## src/rtl/jt900h_bankregs_pkg.sv

```systemverilog
// Shared codes for the 900H banked register file:
// access sizes, bank-pointer ops, pointer slots, clear states.
package jt900h_pkg;

  localparam logic [1:0] SZ_BYTE = 2'd0;
  localparam logic [1:0] SZ_WORD = 2'd1;
  localparam logic [1:0] SZ_LONG = 2'd2;

  localparam logic [1:0] RFP_NONE = 2'd0;
  localparam logic [1:0] RFP_INCF = 2'd1;
  localparam logic [1:0] RFP_DECF = 2'd2;
  localparam logic [1:0] RFP_LD   = 2'd3;

  localparam logic [1:0] XIX = 2'd0;
  localparam logic [1:0] XIY = 2'd1;
  localparam logic [1:0] XIZ = 2'd2;
  localparam logic [1:0] XSP = 2'd3;

  typedef enum logic {
    ST_IDLE  = 1'b0,
    ST_CLEAR = 1'b1
  } clr_st_t;

  // pointer slots live after all bank accumulators
  function automatic int ent_idx(
    input logic       ptr,
    input int         bank,
    input logic [1:0] r,
    input int         banks
  );
    return ptr ? banks*4 + int'(r) : bank*4 + int'(r);
  endfunction

endpackage

```

## src/rtl/jt900h_bankregs_rdmux.sv

```systemverilog
// One read port: address decode, pending-write bypass,
// lane shift and sign/zero extension.
module jt900h_bankregs_rdmux
  import jt900h_pkg::*;
#(
  parameter int BANKS = 4,
  localparam int BW   = $clog2(BANKS),
  localparam int IW   = BW + 2,
  localparam int AW   = IW + 3,
  localparam int NENT = BANKS*4 + 4,
  localparam int EW   = $clog2(NENT)
) (
  input  logic [AW-1:0] a,
  input  logic          rel,
  input  logic [1:0]    size,
  input  logic          sex,
  input  logic [BW-1:0] rfp,
  input  logic          busy,
  input  logic [31:0]   regs [NENT],
  input  logic          pend_v,
  input  logic [EW-1:0] pend_e,
  input  logic [3:0]    pend_be,
  input  logic [31:0]   pend_d,
  output logic [31:0]   d
);

  logic [BW-1:0] bank;
  logic [EW-1:0] ent;
  logic [31:0]   raw;
  logic [31:0]   sh;

  assign bank = rel ? rfp : a[AW-2 -: BW];
  assign ent  = EW'(ent_idx(a[AW-1], int'(bank), a[3:2], BANKS));

  always_comb begin
    raw = regs[ent];
    for (int b = 0; b < 4; b++)
      if (pend_v && pend_e == ent && pend_be[b])
        raw[8*b +: 8] = pend_d[8*b +: 8];
    sh = raw;
    d  = raw;
    unique case (1'b1)
      (size == SZ_BYTE): begin
        sh = raw >> {a[1:0], 3'b000};
        d  = {{24{sex & sh[7]}}, sh[7:0]};
      end
      (size == SZ_WORD): begin
        sh = raw >> {a[1], 4'b0000};
        d  = {{16{sex & sh[15]}}, sh[15:0]};
      end
      default: d = raw;
    endcase
    if (busy) d = '0;
  end

endmodule

```

## src/rtl/jt900h_bankregs.sv

```systemverilog
// Banked 900H register file: registered write stage,
// bank pointer and post-reset clear sequencer.
module jt900h_bankregs
  import jt900h_pkg::*;
#(
  parameter int BANKS = 4,
  parameter int NRD   = 2,
  localparam int BW   = $clog2(BANKS),
  localparam int IW   = BW + 2,
  localparam int AW   = IW + 3,
  localparam int NENT = BANKS*4 + 4,
  localparam int EW   = $clog2(NENT)
) (
  input  logic            clk,
  input  logic            rst_n,
  input  logic            cen,
  input  logic            clr,
  output logic            busy,
  output logic [BW-1:0]   rfp,
  input  logic [1:0]      rfp_op,
  input  logic [BW-1:0]   rfp_in,
  input  logic            we,
  input  logic [AW-1:0]   wa,
  input  logic            wrel,
  input  logic [1:0]      wsize,
  input  logic [31:0]     wd,
  input  logic [NRD*AW-1:0] ra,
  input  logic [NRD-1:0]  rrel,
  input  logic [NRD*2-1:0] rsize,
  input  logic [NRD-1:0]  rsex,
  output logic [NRD*32-1:0] rd,
  output logic            wr_drop
);

  logic [31:0]   regs [NENT];
  clr_st_t       st, st_nx;
  logic [EW-1:0] cnt, cnt_nx;

  logic          pend_v;
  logic [EW-1:0] pend_e;
  logic [3:0]    pend_be;
  logic [31:0]   pend_d;

  logic [BW-1:0] wbank;
  logic [EW-1:0] went;
  logic [3:0]    wbe;
  logic [31:0]   wdat;

  always_ff @(posedge clk or negedge rst_n) begin
    if (!rst_n) begin
      st  <= ST_CLEAR;
      cnt <= '0;
    end else if (cen) begin
      st  <= st_nx;
      cnt <= cnt_nx;
    end
  end

  always_comb begin
    st_nx  = st;
    cnt_nx = cnt;
    unique case (st)
      ST_IDLE: begin
        if (clr) begin
          st_nx  = ST_CLEAR;
          cnt_nx = '0;
        end
      end
      ST_CLEAR: begin
        if (clr) begin
          cnt_nx = '0;
        end else if (cnt == EW'(NENT-1)) begin
          st_nx  = ST_IDLE;
          cnt_nx = '0;
        end else begin
          cnt_nx = cnt + EW'(1);
        end
      end
    endcase
  end

  always_comb busy = (st == ST_CLEAR);

  assign wbank = wrel ? rfp : wa[AW-2 -: BW];
  assign went  = EW'(ent_idx(wa[AW-1], int'(wbank), wa[3:2], BANKS));

  always_comb begin
    wbe  = 4'b1111;
    wdat = wd;
    unique case (1'b1)
      (wsize == SZ_BYTE): begin
        wbe  = 4'b0001 << wa[1:0];
        wdat = {24'd0, wd[7:0]} << {wa[1:0], 3'b000};
      end
      (wsize == SZ_WORD): begin
        wbe  = wa[1] ? 4'b1100 : 4'b0011;
        wdat = wa[1] ? {wd[15:0], 16'd0} : {16'd0, wd[15:0]};
      end
      default: ;
    endcase
  end

  // a write alongside clr is dropped with the rest of the pending state
  always_ff @(posedge clk or negedge rst_n) begin
    if (!rst_n) begin
      pend_v  <= 1'b0;
      pend_e  <= '0;
      pend_be <= '0;
      pend_d  <= '0;
      rfp     <= '0;
      wr_drop <= 1'b0;
    end else if (cen) begin
      wr_drop <= we & busy;
      pend_v  <= we & ~busy & ~clr;
      if (we && !busy) begin
        pend_e  <= went;
        pend_be <= wbe;
        pend_d  <= wdat;
      end
      unique case (1'b1)
        (rfp_op == RFP_INCF): rfp <= rfp + BW'(1);
        (rfp_op == RFP_DECF): rfp <= rfp - BW'(1);
        (rfp_op == RFP_LD):   rfp <= rfp_in;
        default: ;
      endcase
    end
  end

  always_ff @(posedge clk) begin
    if (cen) begin
      if (busy) begin
        regs[cnt] <= '0;
      end else if (pend_v && !clr) begin
        for (int b = 0; b < 4; b++)
          if (pend_be[b])
            regs[pend_e][8*b +: 8] <= pend_d[8*b +: 8];
      end
    end
  end

  for (genvar i = 0; i < NRD; i++) begin : g_rd
    jt900h_bankregs_rdmux #(
      .BANKS(BANKS)
    ) u_rd (
      .a      (ra[i*AW +: AW]),
      .rel    (rrel[i]),
      .size   (rsize[2*i +: 2]),
      .sex    (rsex[i]),
      .rfp    (rfp),
      .busy   (busy),
      .regs   (regs),
      .pend_v (pend_v),
      .pend_e (pend_e),
      .pend_be(pend_be),
      .pend_d (pend_d),
      .d      (rd[32*i +: 32])
    );
  end

endmodule

```

## config.mk

```make
export PLATFORM = sky130hd
export DESIGN_NAME = jt900h_bankregs
export DESIGN_NICKNAME = d
export VERILOG_FILES = /design/src/rtl/jt900h_bankregs_pkg.sv /design/src/rtl/jt900h_bankregs_rdmux.sv /design/src/rtl/jt900h_bankregs.sv
export SDC_FILE = /design/constraint.sdc
export NUM_CORES = 2
export LEC_CHECK = 0
export BUFFER_PORTS_ARGS = -buffer_cell sky130_fd_sc_hd__buf_2
export CORE_MARGIN = 2
export CORE_UTILIZATION = 30
export DETAILED_ROUTE_END_ITERATION = 12
export SLEW_MARGIN = 10
export SYNTH_ARGS = -nofsm -noshare
export SYNTH_HDL_FRONTEND = slang
export SYNTH_HIERARCHICAL = 1
export SYNTH_SLANG_ARGS = --single-unit
```

## constraint.sdc

```tcl
create_clock -name clk -period 6.4 [get_ports clk]
set_input_delay 0.32 -clock clk [delete_from_list [all_inputs] [get_ports clk]]
set_output_delay 0.32 -clock clk [all_outputs]
set_load 0.02 [all_outputs]
```

==> results by group <==
Outcome
  – Outcome: complete, no violations

Clock network
  – H-Tree Depth: 3
  – TritonCTS Buffers: 77
  – Clock Path Buffers: 3
  – Clock Pin Slew Worst Setup and Hold Paths: around 0.060 ns
  – Setup Fix Bufs, Post-CTS: 0
  – Root buf cell: clkbuf_16
  – CTS sink count: about 700
  – TritonCTS clock tree: built
  – Worst-Skew Late Latency: 0.65 ns
  – # resized after CTS: 0

Route
  – Via-to-Cell Ratio: 5.941
  – Residual DRC count: 0
  – WL final: roughly 150,000 um
  – Avg WL per Cell: around 27 um
  – Final antenna-violating net count: 0
  – Vias: 33,750
  – 1st-pass router iterations: 6
  – Violation count after the first detailed-route iteration: a little under 5,000

Global routing
  – Total gr overflow: 0
  – Total track usage: between 20% and 30%
  – First-pass GRT wire length: between 200,000 and 250,000 um
  – Largest net degree at the start of global routing: 67
  – Vias in the first global route: between 30,000 and 40,000
  – Initial antenna violation count: 3

Logic synthesis
  – Synth area leaders: edfxtp_1, mux4_2, nand2_1, o21ai_0, dfrtp_1
  – Post-synthesis cell area: 41,870 sq um
  – Yosys warnings: 6
  – Yosys cell types: 83
  – Post-synth EDFFs: 640
  – Syn nets: 3,826
  – Gate Count Post-Synth: about 3,700
  – Yosys top cell area share: between 40% and 50%
  – Post-synth top flop: edfxtp_1
  – Syn_area_per_cell: about 11 sq um
  – Sequential-to-total area share from yosys stat: roughly half
  – Register bit count reported by yosys: around 690
  – Synth async-reset ratio: under 10%
  – Top cell type by total area after synthesis: edfxtp_1

Power and ir drop
  – Worst vdd ir: ~0.23 mV
  – Pleak: 17.09 nW
  – Pwr/cell area: between 300 and 400 nW/um^2
  – Power Total: 16.27 mW

Critical path
  – Worst setup EP type: primary output
  – Crit-path max FO: 28
  – CP Launch Type: register
  – Setup Crit Path Kind: register to primary output
  – Arr. time, crit path: 4.92 ns
  – Req. time, crit path: just over 6 ns
  – R2R setup slack: 2.92 ns

Finish
  – Area grow syn2layout: 11.91%
  – Layout cells sized above 1: about 19%
  – Commonest non-fill, non-tap cells in the layout: nand2_1, edfxtp_1, o21ai_0, mux4_2, nor2_1
  – Area of the multi-input gates: roughly 20,000 sq um
  – Nets@finish: about 3,800
  – Reg area: ~20,000 sq um
  – Fillcell total: between 10,000 and 15,000
  – Commonest non-fill, non-tap cell in the layout: nand2_1

Min path
  – Hold crit path type: primary input to register

Timing
  – Final setup vio count: 0
  – FMAX: between 0.15 and 0.2 GHz
  – Slew Limit Headroom: a little under a quarter
  – Fin. Hold Viols: 0
  – Post-layout min period: roughly 5.2 ns
  – Period utilization: between 80% and 90%
  – PnR worst setup slack: 1.160 ns
  – Clock Skews: 0.03380 ns
  – RSZ-0062 raised after global routing: false
  – Worst slew pin tran: about 1.2 ns
  – Setup TNS after final layout: 0 ns
  – Final slew viol count: 0

Placed design
  – Dpl hpwl: around 110,000 um
  – Pre-CTS WS: just under 2 ns
  – Port bufs: 140
  – Final GP Congestion: 0.9315

Floorplanning
  – Chip width: 377.6 um
  – Initial Util: 30.12%
  – Core ar.: 139,000 sq um
  – Full die area: between 100,000 and 150,000 sq um
  – Die outline height: 377.6 um
  – Num ports: around 140
  – Row cnt: about 140

Job
  – Total of max-cap violations: 0
per-layer routing:
layer  GRT usage, %  routed length [um]  vias up
met1          28.69               59890    16920
met4          7.691                6047        0
met5              0                   0        -
li1               -                   -    14210
met2          32.55               69120     2307
met3          5.481               19120      309
cells in the mapped netlist (35+ instances only):
master / number
dfrtp_1: 50
nor2_1: 165
a31oi_1: 41
buf_2: 116
mux4_2: 310
nand3_1: 45
edfxtp_1: 640
a21oi_1: 69
mux2i_1: 38
o21ai_0: 568
clkbuf_1: 164
nand2_1: 889
o21ai_1: 146
and2_1: 35
cells by family (layout without fill, tap and decap cells):
| logic type | count (synthesis) | after routing | synth area share (%) |
|---|---|---|---|
| flops | 691 | 691 | 48.95 |
| fa+ha+maj | 4 | 4 | 0.1195 |
| simple gates | 1239 | 1239 | 12.33 |
| other cells | 0 | 2 | 0 |
| buf+inv | 364 | 417 | 4.557 |
| xor+xnor | 9 | 9 | 0.2600 |
| mux | 384 | 384 | 18.99 |
| compound gates | 1058 | 1058 | 14.78 |
path summary, 6_finish.rpt:
kind,start,endpoint,cells after the start
worst max-delay path,rfp[0],rd[32],9
worst min-delay path,wd[15],pend_d[15],3
worst max register to register,pend_e[3],regs[502],5
worst min register to register,wr_drop,wr_drop,2
max in group asynchronous,rst_n,cnt[2],3
min in group asynchronous,rst_n,pend_d[13],3
registers in the layout, indices dropped and copies added, names as in the netlist:
signal and flops:
rfp 2, wr_drop 1, pend_v 1, cnt 5, pend_d 32, regs 640, busy 1, pend_e 5
pend_be 4
power breakdown:
group          switching, mW  total [mW]  internal (mW)
registers              0.804        7.14           6.34
clock network           1.94        4.60           2.66
logic                   2.80        4.52           1.72
total                   5.54        16.3           10.7
worst max-delay path, cell delays in order, from the launching register on:
cell and delay (ns):
dfrtp_1 0.58, mux2_2 0.90, buf_4 0.43, mux2i_1 0.23, a221oi_1 0.62, mux2i_1 0.33
a22oi_1 0.30, nor2_1 0.08, a2111oi_2 0.47, buf_2 0.26
metrics by stage:
step / hold slack [ns] / area [sq um] / cells / utilization (%)
after floorplan: 0.02441 / 41870 / 3749 / -
after CTS: 0.0008215 / 46850 / 5678 / 33.70
after detailed placement: 0.5257 / 44010 / 5507 / 31.66
after global placement: 0.5119 / 44010 / 5507 / 31.66
final: 0.02947 / 46850 / 5680 / 33.70
after global routing: 0.04888 / 46850 / 5678 / 33.70
layout make-up:
class	instances	area share (%)
Antenna cell	2	0.01068
Clock buffer	102	4.537
Clock inverter	38	0.8652
Inverter	20	0.1602
Multi-Input combinational cell	2694	41.83
Sequential cell	691	43.74
Tap cell	1876	5.010
Timing Repair Buffer	257	3.845
repair_timing:
item / in CTS / in global routing
endpoints found under the setup margin: 0 / 0
hold buffers: 31 / 0
endpoints found under the hold margin: 82 / 0
Power figures use the tool's default switching activity.
